===== src/rtl/ex_muldiv_pkg.sv =====
// ex_muldiv_pkg: shared constants for the RV32M multi-cycle execute unit.
//   - INST_* : M-extension funct3 encodings
//   - state_e: FSM state encoding
//   - helpers that classify a funct3 by operand signedness / divide-ness
package ex_muldiv_pkg;

  localparam logic [2:0] INST_MUL    = 3'b000;
  localparam logic [2:0] INST_MULH   = 3'b001;
  localparam logic [2:0] INST_MULHSU = 3'b010;
  localparam logic [2:0] INST_MULHU  = 3'b011;
  localparam logic [2:0] INST_DIV    = 3'b100;
  localparam logic [2:0] INST_DIVU   = 3'b101;
  localparam logic [2:0] INST_REM    = 3'b110;
  localparam logic [2:0] INST_REMU   = 3'b111;

  typedef enum logic [1:0] {
    S_IDLE = 2'd0,
    S_CALC = 2'd1,
    S_FIX  = 2'd2,
    S_DONE = 2'd3
  } state_e;

  localparam logic [31:0] ZERO_WORD    = 32'h0;
  localparam logic        WRITE_ENABLE = 1'b1;

  // All divide/remainder encodings have funct3[2] set.
  function automatic logic op_is_div(input logic [2:0] f);
    return f[2];
  endfunction

  function automatic logic op1_signed(input logic [2:0] f);
    return (f == INST_MULH) || (f == INST_MULHSU) || (f == INST_DIV) || (f == INST_REM);
  endfunction

  // MULHSU treats rs2 as unsigned.
  function automatic logic op2_signed(input logic [2:0] f);
    return (f == INST_MULH) || (f == INST_DIV) || (f == INST_REM);
  endfunction

endpackage


===== src/rtl/ex_muldiv_iter.sv =====
// muldiv_iter: one radix-2 iteration of the multiply/divide datapath (combinational).
//   i_is_div : 1 = restoring divide step, 0 = shift-add multiply step
//   i_acc    : multiply {hi partial product, remaining multiplier}
//              divide   {partial remainder, dividend/quotient bits}
//   i_opb    : multiplicand or divisor (magnitude)
//   o_acc    : accumulator after one step
module muldiv_iter #(
  parameter int XLEN = 32
) (
  input  logic              i_is_div,
  input  logic [2*XLEN-1:0] i_acc,
  input  logic [XLEN-1:0]   i_opb,
  output logic [2*XLEN-1:0] o_acc
);

  logic [XLEN:0] w_sum;
  logic [XLEN:0] w_rsh;
  logic [XLEN:0] w_diff;

  always_comb begin
    // Multiply: add multiplicand when multiplier LSB is set, then shift the
    // whole accumulator right (carry drops into the top bit).
    w_sum  = {1'b0, i_acc[2*XLEN-1:XLEN]} + (i_acc[0] ? {1'b0, i_opb} : {(XLEN+1){1'b0}});
    // Divide: shift next dividend bit into the remainder; remainder < divisor
    // so XLEN+1 bits suffice and bit XLEN of the difference is the borrow.
    w_rsh  = {i_acc[2*XLEN-1:XLEN], i_acc[XLEN-1]};
    w_diff = w_rsh - {1'b0, i_opb};
    if (i_is_div) begin
      if (!w_diff[XLEN]) o_acc = {w_diff[XLEN-1:0], i_acc[XLEN-2:0], 1'b1};
      else               o_acc = {w_rsh[XLEN-1:0],  i_acc[XLEN-2:0], 1'b0};
    end else begin
      o_acc = {w_sum, i_acc[XLEN-1:1]};
    end
  end

endmodule


===== src/rtl/ex_muldiv.sv =====
// ex_muldiv: multi-cycle RV32M execute unit (MUL/MULH/MULHSU/MULHU/DIV/DIVU/REM/REMU).
//   clk, rst (sync, active-low)
//   start_i/flush_i      : launch (IDLE only) / abort
//   funct3_i, op1_i, op2_i, reg_waddr_i : operation, operands, destination
//   busy_o               : pipeline stall request
//   done_o/reg_we_o      : one-cycle write-back strobe
//   reg_waddr_o/reg_wdata_o : write-back destination and result
// Operands are reduced to magnitudes at start, iterated XLEN times unsigned,
// and sign-corrected in FIX. Divide-by-zero and signed overflow skip CALC.
module ex_muldiv
  import ex_muldiv_pkg::*;
#(
  parameter int XLEN  = 32,
  parameter int CNT_W = $clog2(XLEN) + 1
) (
  input  logic            clk,
  input  logic            rst,
  input  logic            start_i,
  input  logic            flush_i,
  input  logic [2:0]      funct3_i,
  input  logic [XLEN-1:0] op1_i,
  input  logic [XLEN-1:0] op2_i,
  input  logic [4:0]      reg_waddr_i,
  output logic            busy_o,
  output logic            done_o,
  output logic            reg_we_o,
  output logic [4:0]      reg_waddr_o,
  output logic [XLEN-1:0] reg_wdata_o
);

  localparam logic [XLEN-1:0] MIN_INT = {1'b1, {(XLEN-1){1'b0}}};

  state_e              r_state, w_next;
  logic [CNT_W-1:0]    r_cnt;
  logic [2*XLEN-1:0]   r_acc;
  logic [2*XLEN-1:0]   w_acc_next;
  logic [XLEN-1:0]     r_opb;
  logic [2:0]          r_funct3;
  logic [4:0]          r_waddr;
  logic                r_neg_q;   // product / quotient sign
  logic                r_neg_r;   // remainder sign (follows dividend)
  logic                r_done;
  logic [XLEN-1:0]     r_wdata;
  logic [4:0]          r_waddr_o;

  logic                w_launch;
  logic                w_s1, w_s2;
  logic [XLEN-1:0]     w_abs1, w_abs2;
  logic                w_div0, w_ovf, w_fast;
  logic [XLEN-1:0]     w_special;
  logic [2*XLEN-1:0]   w_prod;
  logic [XLEN-1:0]     w_quot, w_rem, w_result;

  muldiv_iter #(.XLEN(XLEN)) u_iter (
    .i_is_div (op_is_div(r_funct3)),
    .i_acc    (r_acc),
    .i_opb    (r_opb),
    .o_acc    (w_acc_next)
  );

  // ---------------- start decode ----------------
  always_comb begin
    w_launch  = (r_state == S_IDLE) && start_i && !flush_i;
    w_s1      = op1_signed(funct3_i) && op1_i[XLEN-1];
    w_s2      = op2_signed(funct3_i) && op2_i[XLEN-1];
    w_abs1    = w_s1 ? -op1_i : op1_i;
    w_abs2    = w_s2 ? -op2_i : op2_i;
    w_div0    = op_is_div(funct3_i) && (op2_i == '0);
    w_ovf     = ((funct3_i == INST_DIV) || (funct3_i == INST_REM)) &&
                (op1_i == MIN_INT) && (op2_i == '1);
    w_fast    = w_div0 || w_ovf;
    // funct3[1] separates REM/REMU from DIV/DIVU
    if (w_div0) w_special = funct3_i[1] ? op1_i : '1;
    else        w_special = funct3_i[1] ? '0    : MIN_INT;
  end

  // ---------------- sign fix-up / half select ----------------
  always_comb begin
    w_prod = r_neg_q ? -r_acc : r_acc;
    w_quot = r_neg_q ? -r_acc[XLEN-1:0]      : r_acc[XLEN-1:0];
    w_rem  = r_neg_r ? -r_acc[2*XLEN-1:XLEN] : r_acc[2*XLEN-1:XLEN];
    case (r_funct3)
      INST_MUL:                      w_result = w_prod[XLEN-1:0];
      INST_MULH, INST_MULHSU,
      INST_MULHU:                    w_result = w_prod[2*XLEN-1:XLEN];
      INST_DIV, INST_DIVU:           w_result = w_quot;
      default:                       w_result = w_rem;
    endcase
  end

  // ---------------- FSM ----------------
  always_ff @(posedge clk) begin
    if (!rst) r_state <= S_IDLE;
    else      r_state <= w_next;
  end

  always_comb begin
    w_next = r_state;
    case (r_state)
      S_IDLE:  if (w_launch) w_next = w_fast ? S_DONE : S_CALC;
      S_CALC:  if (r_cnt == CNT_W'(1)) w_next = S_FIX;
      S_FIX:   w_next = S_DONE;
      S_DONE:  w_next = S_IDLE;
      default: w_next = S_IDLE;
    endcase
    if (flush_i) w_next = S_IDLE;
  end

  // ---------------- datapath / output registers ----------------
  always_ff @(posedge clk) begin
    if (!rst) begin
      r_cnt     <= '0;
      r_acc     <= '0;
      r_opb     <= '0;
      r_funct3  <= '0;
      r_waddr   <= '0;
      r_neg_q   <= 1'b0;
      r_neg_r   <= 1'b0;
      r_done    <= 1'b0;
      r_wdata   <= XLEN'(ZERO_WORD);
      r_waddr_o <= '0;
    end else begin
      r_done <= 1'b0;
      case (r_state)
        S_IDLE: if (w_launch) begin
          r_funct3 <= funct3_i;
          r_waddr  <= reg_waddr_i;
          r_neg_q  <= w_s1 ^ w_s2;
          r_neg_r  <= w_s1;
          r_acc    <= {{XLEN{1'b0}}, w_abs1};
          r_opb    <= w_abs2;
          r_cnt    <= CNT_W'(XLEN);
          if (w_fast) begin
            r_done    <= WRITE_ENABLE;
            r_wdata   <= w_special;
            r_waddr_o <= reg_waddr_i;
          end
        end
        S_CALC: begin
          r_acc <= w_acc_next;
          r_cnt <= r_cnt - CNT_W'(1);
        end
        S_FIX: if (!flush_i) begin
          r_done    <= WRITE_ENABLE;
          r_wdata   <= w_result;
          r_waddr_o <= r_waddr;
        end
        default: ;
      endcase
    end
  end

  assign busy_o      = (r_state == S_CALC) || (r_state == S_FIX) || w_launch;
  assign done_o      = r_done;
  assign reg_we_o    = r_done;
  assign reg_waddr_o = r_waddr_o;
  assign reg_wdata_o = r_wdata;

endmodule


===== config.mk =====
export PLATFORM = sky130hd
export DESIGN_NAME = ex_muldiv
export DESIGN_NICKNAME = d
export VERILOG_FILES = /design/src/rtl/ex_muldiv_pkg.sv /design/src/rtl/ex_muldiv_iter.sv /design/src/rtl/ex_muldiv.sv
export SDC_FILE = /design/constraint.sdc
export NUM_CORES = 1
export LEC_CHECK = 0
export ABC_CLOCK_PERIOD_IN_PS = 5200
export CORE_MARGIN = 4
export CORE_UTILIZATION = 33
export CTS_BUF_LIST = sky130_fd_sc_hd__clkbuf_2 sky130_fd_sc_hd__clkbuf_4 sky130_fd_sc_hd__clkbuf_8
export CTS_CLUSTER_SIZE = 20
export DETAILED_ROUTE_END_ITERATION = 10
export HOLD_SLACK_MARGIN = 0.05
export PLACE_DENSITY_LB_ADDON = 0.12
export SYNTH_ARGS = -nofsm -noshare
export SYNTH_HDL_FRONTEND = slang
export SYNTH_HIERARCHICAL = 1
export SYNTH_SLANG_ARGS = --single-unit
export TNS_END_PERCENT = 20

===== constraint.sdc =====
create_clock -name clk -period 5.2 [get_ports clk]
set_input_delay 0.78 -clock clk [delete_from_list [all_inputs] [get_ports clk]]
set_output_delay 0.78 -clock clk [all_outputs]
set_load 0.005 [all_outputs]

==> run_results.csv, run 1 <==
group,metric,value,unit
power,swShare,0.393,
cts,clk_path_buf_depth,2,
floorplan,boundaryPins,116,
yosys,async_flop_share,0,
yosys,ys_top_cells_by_area,"dfxtp_1, ha_1, a21oi_1, nor2_1, xnor2_1",
sta,finalHoldViolations,0,
critical_path,endpoint_kind,"register",
critical_path,ff2ff_setup_slack,1.07,ns
global_route,grt_max_degree,69,
cts,post_cts_resized,0,
sta,maxSlewViolCount,0,
power,comb_power_share,0.336,
yosys,yosysMostFrequentCell,"nor2_1",
yosys,syn-instance-count,2155,
finish,drive_gt1_frac,0.0732,
routing,drtIter0Drc,1714,
finish,post-route-util,0.378,
cts,ctsRootBufferMaster,"clkbuf_8",
hold_path,hold_class,"reg2reg",
power,clkPwrFrac,0.292,
hold_path,min_to,"r_waddr[3]",
sta,worst_clock_skew,0.0118,ns
critical_path,critPathRequiredTime,5.59,ns
finish,layout.nets,2325,
critical_path,crit_chain,"inv_1, ha_1, fa_1, nand2b_1, a21oi_2, o21ai_2, o2111ai_1, a21oi_2, xnor2_4, buf_4, mux2i_1, a21oi_1, a22oi_1, nor2_1",
floorplan,die_width,224,microns
global_route,grt_pass1_vias,15500,
power,p_sw,1400,uW
critical_path,rr_startpoint,"r_acc[31]",
cts,clk_pin_slew,0.10,ns
routing,viasPerCell,5.93,
run,max_cap_violations,0,
critical_path,critPathArrivalTime,4.52,ns
critical_path,crit_slowest_cell,"xnor2_4",
yosys,synth.distinct_cells,86,
yosys,ys_seq_area_frac,0.197,
sta,relSlewSlack,0.334,
sta,rsz0062_at_grt,"no",
sta,fin_setup_tns,0,ns
yosys,yosysTopAreaCell,"dfxtp_1",
floorplan,start_util,0.333,
routing,drtAntennaViolNets,0,
placed_design,gp_congestion,0.934,
power,p_int,2160,uW
routing,drc,0,
global_route,grt_util_all_layers,0.247,
routing,num_vias,16600,
power,ir_worst_vdd,0.145,mV
yosys,netlist_area,15500,sq um
floorplan,dieArea,50400,sq um
placed_design,dpl.hpwl,48.6,mm
floorplan,die_h,224,microns
cts,clk_latency,0.52,ns
critical_path,worst_path_most_repeated_cell,"a21oi_2",
critical_path,worstReg2RegEnd,"r_acc[39]",
power,p_seq_frac,0.372,
finish,syn_to_final_growth,13.5,%
cts,numCtsBuffers,17,
cts,tritoncts,"built",
critical_path,critPathBufInv,2,
floorplan,rows,79,
sta,fmax,0.242,GHz
critical_path,cp-start-kind,"register",
cts,postCtsHoldBufs,0,
power,power.leakage,0.00642,uW
sta,post-route-period-util,0.795,
floorplan,core_area,46500,sq um
yosys,synth-seq-cells,152,
yosys,synth_ff_type,"dfxtp_1",
routing,wl,64.6,mm
critical_path,cp_top_family,"compound AO/OA/AOI/OAI gates",
sta,setup_viol,0,
power,p_per_area,203,nW/um^2
sta,worstMarginPinSlew,0.996,ns
sta,fin_crit,4.13,ns
routing,wire_per_inst,23.1,microns
global_route,grt_pass1_wl,97.2,mm
global_route,antenna_found_initial,1,
critical_path,critPathMaxStageDelay,0.65,ns
finish,nFillCells,4978,
global_route,overflow,0,
cts,postCtsSetupBuffers,0,
yosys,yosysTopAreaCellShare,0.197,
status,status,"completed",
placed_design,io_buffer_count,115,
hold_path,hp-start,"r_waddr[3]",
cts,cts_sinks,152,
hold_path,hold_depth,2,
yosys,synthTopCellsByCount,"nor2_1, nand2_1, a21oi_1, dfxtp_1, o21ai_0",
critical_path,path_max_fanout,22,
yosys,syn_avg_cell_area,7.18,sq um
cts,htreeDepth,4,
routing,dr.pass1.iters,6,
critical_path,path_class,"reg2reg",
yosys,synth_edf_count,0,
yosys,synth_warnings,6,
critical_path,worstRegToRegCells,14,
yosys,syn_nets,2307,
==> worst min-delay path, delay by kind of cell, from the launching register on <==
| family | cells | cell delay, ns |
|---|---|---|
| AO/OA/AOI/OAI | 1 | 0.05 |
| AND/OR/NAND/NOR | 1 | 0.05 |
| flip-flops | 1 | 0.32 |
==> how the worst max path moves through the flow <==
stage | from | end | slack (ns) | depth (start not counted)
2_1_floorplan | r_acc[0] | r_acc[63] | 1.88 | 15
3_3_place_gp | op1_i[7] | reg_wdata_o[30] | 0.94 | 9
3_5_place_dp | op1_i[5] | reg_wdata_o[12] | 0.89 | 8
4_1_cts | r_acc[31] | r_acc[61] | 1.11 | 15
5_1_grt | r_acc[31] | r_acc[40] | 0.87 | 14
6_report | r_acc[31] | r_acc[39] | 1.07 | 14
==> area by class of cell <==
class                   count  area [sq um]  area share
diodes                      1          2.50    0.000143
clock buffers              19           262      0.0149
clock inverters            13           168     0.00955
inverters                  79           298      0.0170
multi-input cells        1762         11500       0.656
flip-flops and latches    152          3050       0.174
well taps                 607           759      0.0433
repair buffers            161          1500      0.0853
==> power groups by stage <==
stage	registers [uW]	logic (uW)	clock network, uW
after floorplan	1290	800	0
after global placement	1350	1170	0
after detailed placement	1350	1170	0
after CTS	1320	1170	1070
after global routing	1330	1300	1100
final	1320	1190	1040
==> metal layers <==
layer / wire length, microns / GRT usage / vias up / part of all wire
met5: 0 / 0 / - / 0
met4: 1380 / 0.0664 / 0 / 0.021
met3: 5170 / 0.0610 / 76 / 0.080
met2: 27600 / 0.368 / 627 / 0.43
met1: 30400 / 0.357 / 7924 / 0.47
li1: - / - / 7928 / -
==> flip-flops by register name, indices dropped and copies added (netlist names) <==
register / cells
r_neg_r: 1
r_funct3: 3
r_waddr: 5
r_neg_q: 1
r_opb: 32
r_cnt: 6
reg_waddr_o: 5
done_o: 1
r_state: 2
reg_wdata_o: 32
r_acc: 64
==> placed cells by master, fill, tap and decap left out, drive strengths merged, types with 38 or more instances in the layout <==
| cell type | n |
|---|---|
| a21oi | 180 |
| nor2 | 217 |
| mux2i | 44 |
| nor3 | 51 |
| clkdlybuf4s50 | 115 |
| xnor2 | 94 |
| and2 | 42 |
| mux2 | 38 |
| ha | 74 |
| a22oi | 39 |
| xor2 | 75 |
| inv | 79 |
| buf | 46 |
| nand2 | 192 |
| nand4 | 38 |
| nand3 | 38 |
| o21ai | 147 |
| dfxtp | 152 |
| a211oi | 49 |
==> per-stage QoR <==
stage	worst slack (ns)	hold slack, ns	total power [uW]	area (sq um)	instances
after CTS	1.11	0.460	3560	17500	2793
after global placement	0.942	0.443	2510	17100	2761
after global routing	0.866	0.478	3720	17500	2793
after detailed placement	0.891	0.447	2520	17100	2761
after floorplan	1.88	0.436	2090	15500	2155
final	1.07	0.461	3560	17500	2794
==> cells by family after synthesis <==
group	after synthesis	synth area share
buf+inv	241	0.0620
fa+ha+maj	76	0.0625
mux	82	0.0564
simple gates	755	0.239
compound gates	680	0.287
xor+xnor	169	0.0962
flops	152	0.197
Power figures use the tool's default switching activity.
==> run 2: changes to the inputs <==
--- a/config.mk
+++ b/config.mk
@@ -5,7 +5,7 @@
 export SDC_FILE = /design/constraint.sdc
 export NUM_CORES = 1
 export LEC_CHECK = 0
-export ABC_CLOCK_PERIOD_IN_PS = 5200
+export ABC_CLOCK_PERIOD_IN_PS = 3440
 export CORE_MARGIN = 4
 export CORE_UTILIZATION = 33
 export CTS_BUF_LIST = sky130_fd_sc_hd__clkbuf_2 sky130_fd_sc_hd__clkbuf_4 sky130_fd_sc_hd__clkbuf_8
==> constraint.sdc (replaced) <==
create_clock -name clk -period 3.44 [get_ports clk]
set_input_delay 0.516 -clock clk [delete_from_list [all_inputs] [get_ports clk]]
set_output_delay 0.516 -clock clk [all_outputs]
set_load 0.005 [all_outputs]
==> run 2 against run 1 <==
Net effect: setup slack got worse by 0.97 ns; global-route usage increased by 0.86 points; sequential share of layout area down 1.4 points; critical path depth grew 3; utilization grew 3.4 points; largest power group is now combinational logic; flip-flop and latch count is the same; fmax grew 24%; non-clock buffer count grew 190; wire length up 3.6%; largest cell class unchanged; clock-buffer cell count fell by 1; sequential power increased by 48%.
==> run_results.csv, run 2 (synthesis gave the netlist of run 1 again) <==
group,metric,value,unit
status,status,"completed",
floorplan,die_h,224,microns
sta,post-route-period-util,0.971,
finish,most-common-layout-cells,"buf_4, nor2_1, nand2_1, a21oi_1, dfxtp_1",
global_route,grt_util_all_layers,0.256,
global_route,grt_pass1_vias,16400,
global_route,overflow,0,
critical_path,cp-start-kind,"register",
sta,rsz0062_at_grt,"yes",
cts,tritoncts,"built",
sta,maxSlewViolCount,0,
power,p_per_area,289,nW/um^2
cts,clk_pin_slew,0.10,ns
finish,drive_gt1_frac,0.152,
critical_path,ff2ff_setup_slack,0.10,ns
routing,viasPerCell,5.82,
sta,fmax,0.299,GHz
cts,ctsRootBufferMaster,"clkbuf_8",
sta,fin_setup_tns,0,ns
power,p_total,5540,uW
routing,drtAntennaViolNets,0,
global_route,grt_max_degree,68,
finish,layout.nets,2515,
critical_path,rr_startpoint,"r_acc[31]",
cts,numCtsBuffers,17,
placed_design,io_buffer_count,115,
floorplan,boundaryPins,116,
power,ir_worst_vdd,0.226,mV
critical_path,path_max_fanout,6,
cts,htreeDepth,4,
floorplan,die_width,224,microns
critical_path,critPathRequiredTime,3.84,ns
hold_path,hold_class,"reg2reg",
global_route,grt_pass1_wl,101,mm
critical_path,endpoint,"r_acc[40]",
sta,relSlewSlack,0.323,
finish,largest_register_ffs,64,
cts,clk_path_buf_depth,2,
cts,postCtsHoldBufs,0,
sta,setup_viol,0,
run,max_cap_violations,0,
cts,clk_latency,0.52,ns
routing,dr.pass1.iters,6,
finish,regMostFlops,"r_acc",
critical_path,startpoint,"r_acc[31]",
placed_design,dpl.hpwl,52.3,mm
floorplan,start_util,0.333,
floorplan,dieArea,50400,sq um
sta,worst_clock_skew,0.0280,ns
sta,fin_crit,3.34,ns
sta,worstMarginPinSlew,1.01,ns
finish,syn_to_final_growth,23.8,%
sta,finalHoldViolations,0,
routing,num_vias,17400,
global_route,antenna_found_initial,2,
critical_path,path_class,"reg2reg",
floorplan,core_area,46500,sq um
power,power.leakage,0.00740,uW
finish,instances_no_fill,2984,
cts,cts_sinks,152,
routing,wl,66.9,mm
placed_design,placed_cells,2947,
critical_path,endpoint_kind,"register",
critical_path,worstRegToRegCells,17,
critical_path,worstReg2RegEnd,"r_acc[40]",
routing,drc,0,
placed_design,gp_congestion,0.929,
floorplan,rows,79,
critical_path,critPathArrivalTime,3.74,ns
finish,layout_commonest_cell,"buf_4",
routing,wire_per_inst,22.4,microns
routing,drtIter0Drc,1804,
## run 2: changes by cell type in the layout (fill, tap and decap cells not counted), moves of 2 or more
| cell | change |
|---|---|
| buf_6 | +2 |
| o21ai_0 | -4 |
| clkinv_4 | +2 |
| a2111oi_0 | -2 |
| o21ai_1 | +4 |
| a211oi_1 | -4 |
| a211oi_2 | +4 |
| a2111oi_1 | +2 |
| buf_12 | +7 |
| buf_4 | +180 |
| a21oi_4 | +3 |
| a21oi_2 | -2 |
## run 2: area by class of cell
class / count / area, sq um
sequential: 152 / 3050
clock buffer: 18 / 248
timing repair buffer: 351 / 3040
multi-input combinational: 1762 / 11600
clock inverter: 13 / 146
tap: 607 / 759
inverter: 79 / 298
fill: 4888 / 27300
antenna: 2 / 5.00
## run 2: power by group
part | switching [uW] | internal (uW) | total (uW) | leakage, uW
registers | 120 | 1840 | 1960 | 0.00124
logic | 1250 | 837 | 2090 | 0.00597
clock network | 829 | 666 | 1490 | 0.000195
total | 2200 | 3340 | 5540 | 0.00740
## run 2: worst min-delay path by stage
stage	startpoint	end	cells past startpoint
final	r_waddr[2]	r_waddr[2]	2
after global routing	reg_wdata_o[17]	reg_wdata_o[17]	1
after CTS	r_waddr[2]	r_waddr[2]	2
after detailed placement	r_waddr[2]	r_waddr[2]	2
after global placement	r_waddr[3]	r_waddr[3]	2
after floorplan	r_waddr[0]	r_waddr[0]	2
## run 2: metrics by stage
step	hold WS, ns	util	area, sq um	setup slack (ns)
2_1_floorplan	0.436	-	15500	0.119
3_3_place_gp	0.444	0.400	18600	-0.0443
3_5_place_dp	0.450	0.400	18600	-0.0713
4_1_cts	0.463	0.409	19000	0.0506
5_1_grt	0.495	0.412	19100	-0.0490
6_report	0.460	0.412	19100	0.101
## run 2: critical path, cell delays in order, from the launching register on
cell	delay (ns)
dfxtp_1	0.34
inv_1	0.07
ha_1	0.23
fa_1	0.38
nand2b_2	0.23
a21oi_4	0.24
o21ai_4	0.13
o2111ai_2	0.18
buf_4	0.16
a21oi_4	0.07
xnor2_4	0.24
buf_4	0.18
clkbuf_16	0.15
buf_4	0.11
mux2i_1	0.18
a21oi_1	0.10
a22oi_1	0.19
nor2_1	0.05
## run 2: timing repair
item	4_1_cts	5_1_grt
setup endpoints to repair	0	29
resized for setup	0	26
buffers inserted	0	3
## run 2: layer usage
metal / GRT usage / vias to the layer above / routed length [microns]
met3: 0.0311 / 75 / 4560
met4: 0.0670 / 0 / 1480
met1: 0.387 / 8317 / 32300
met2: 0.385 / 674 / 28600
met5: 0 / - / 0
li1: - / 8311 / -
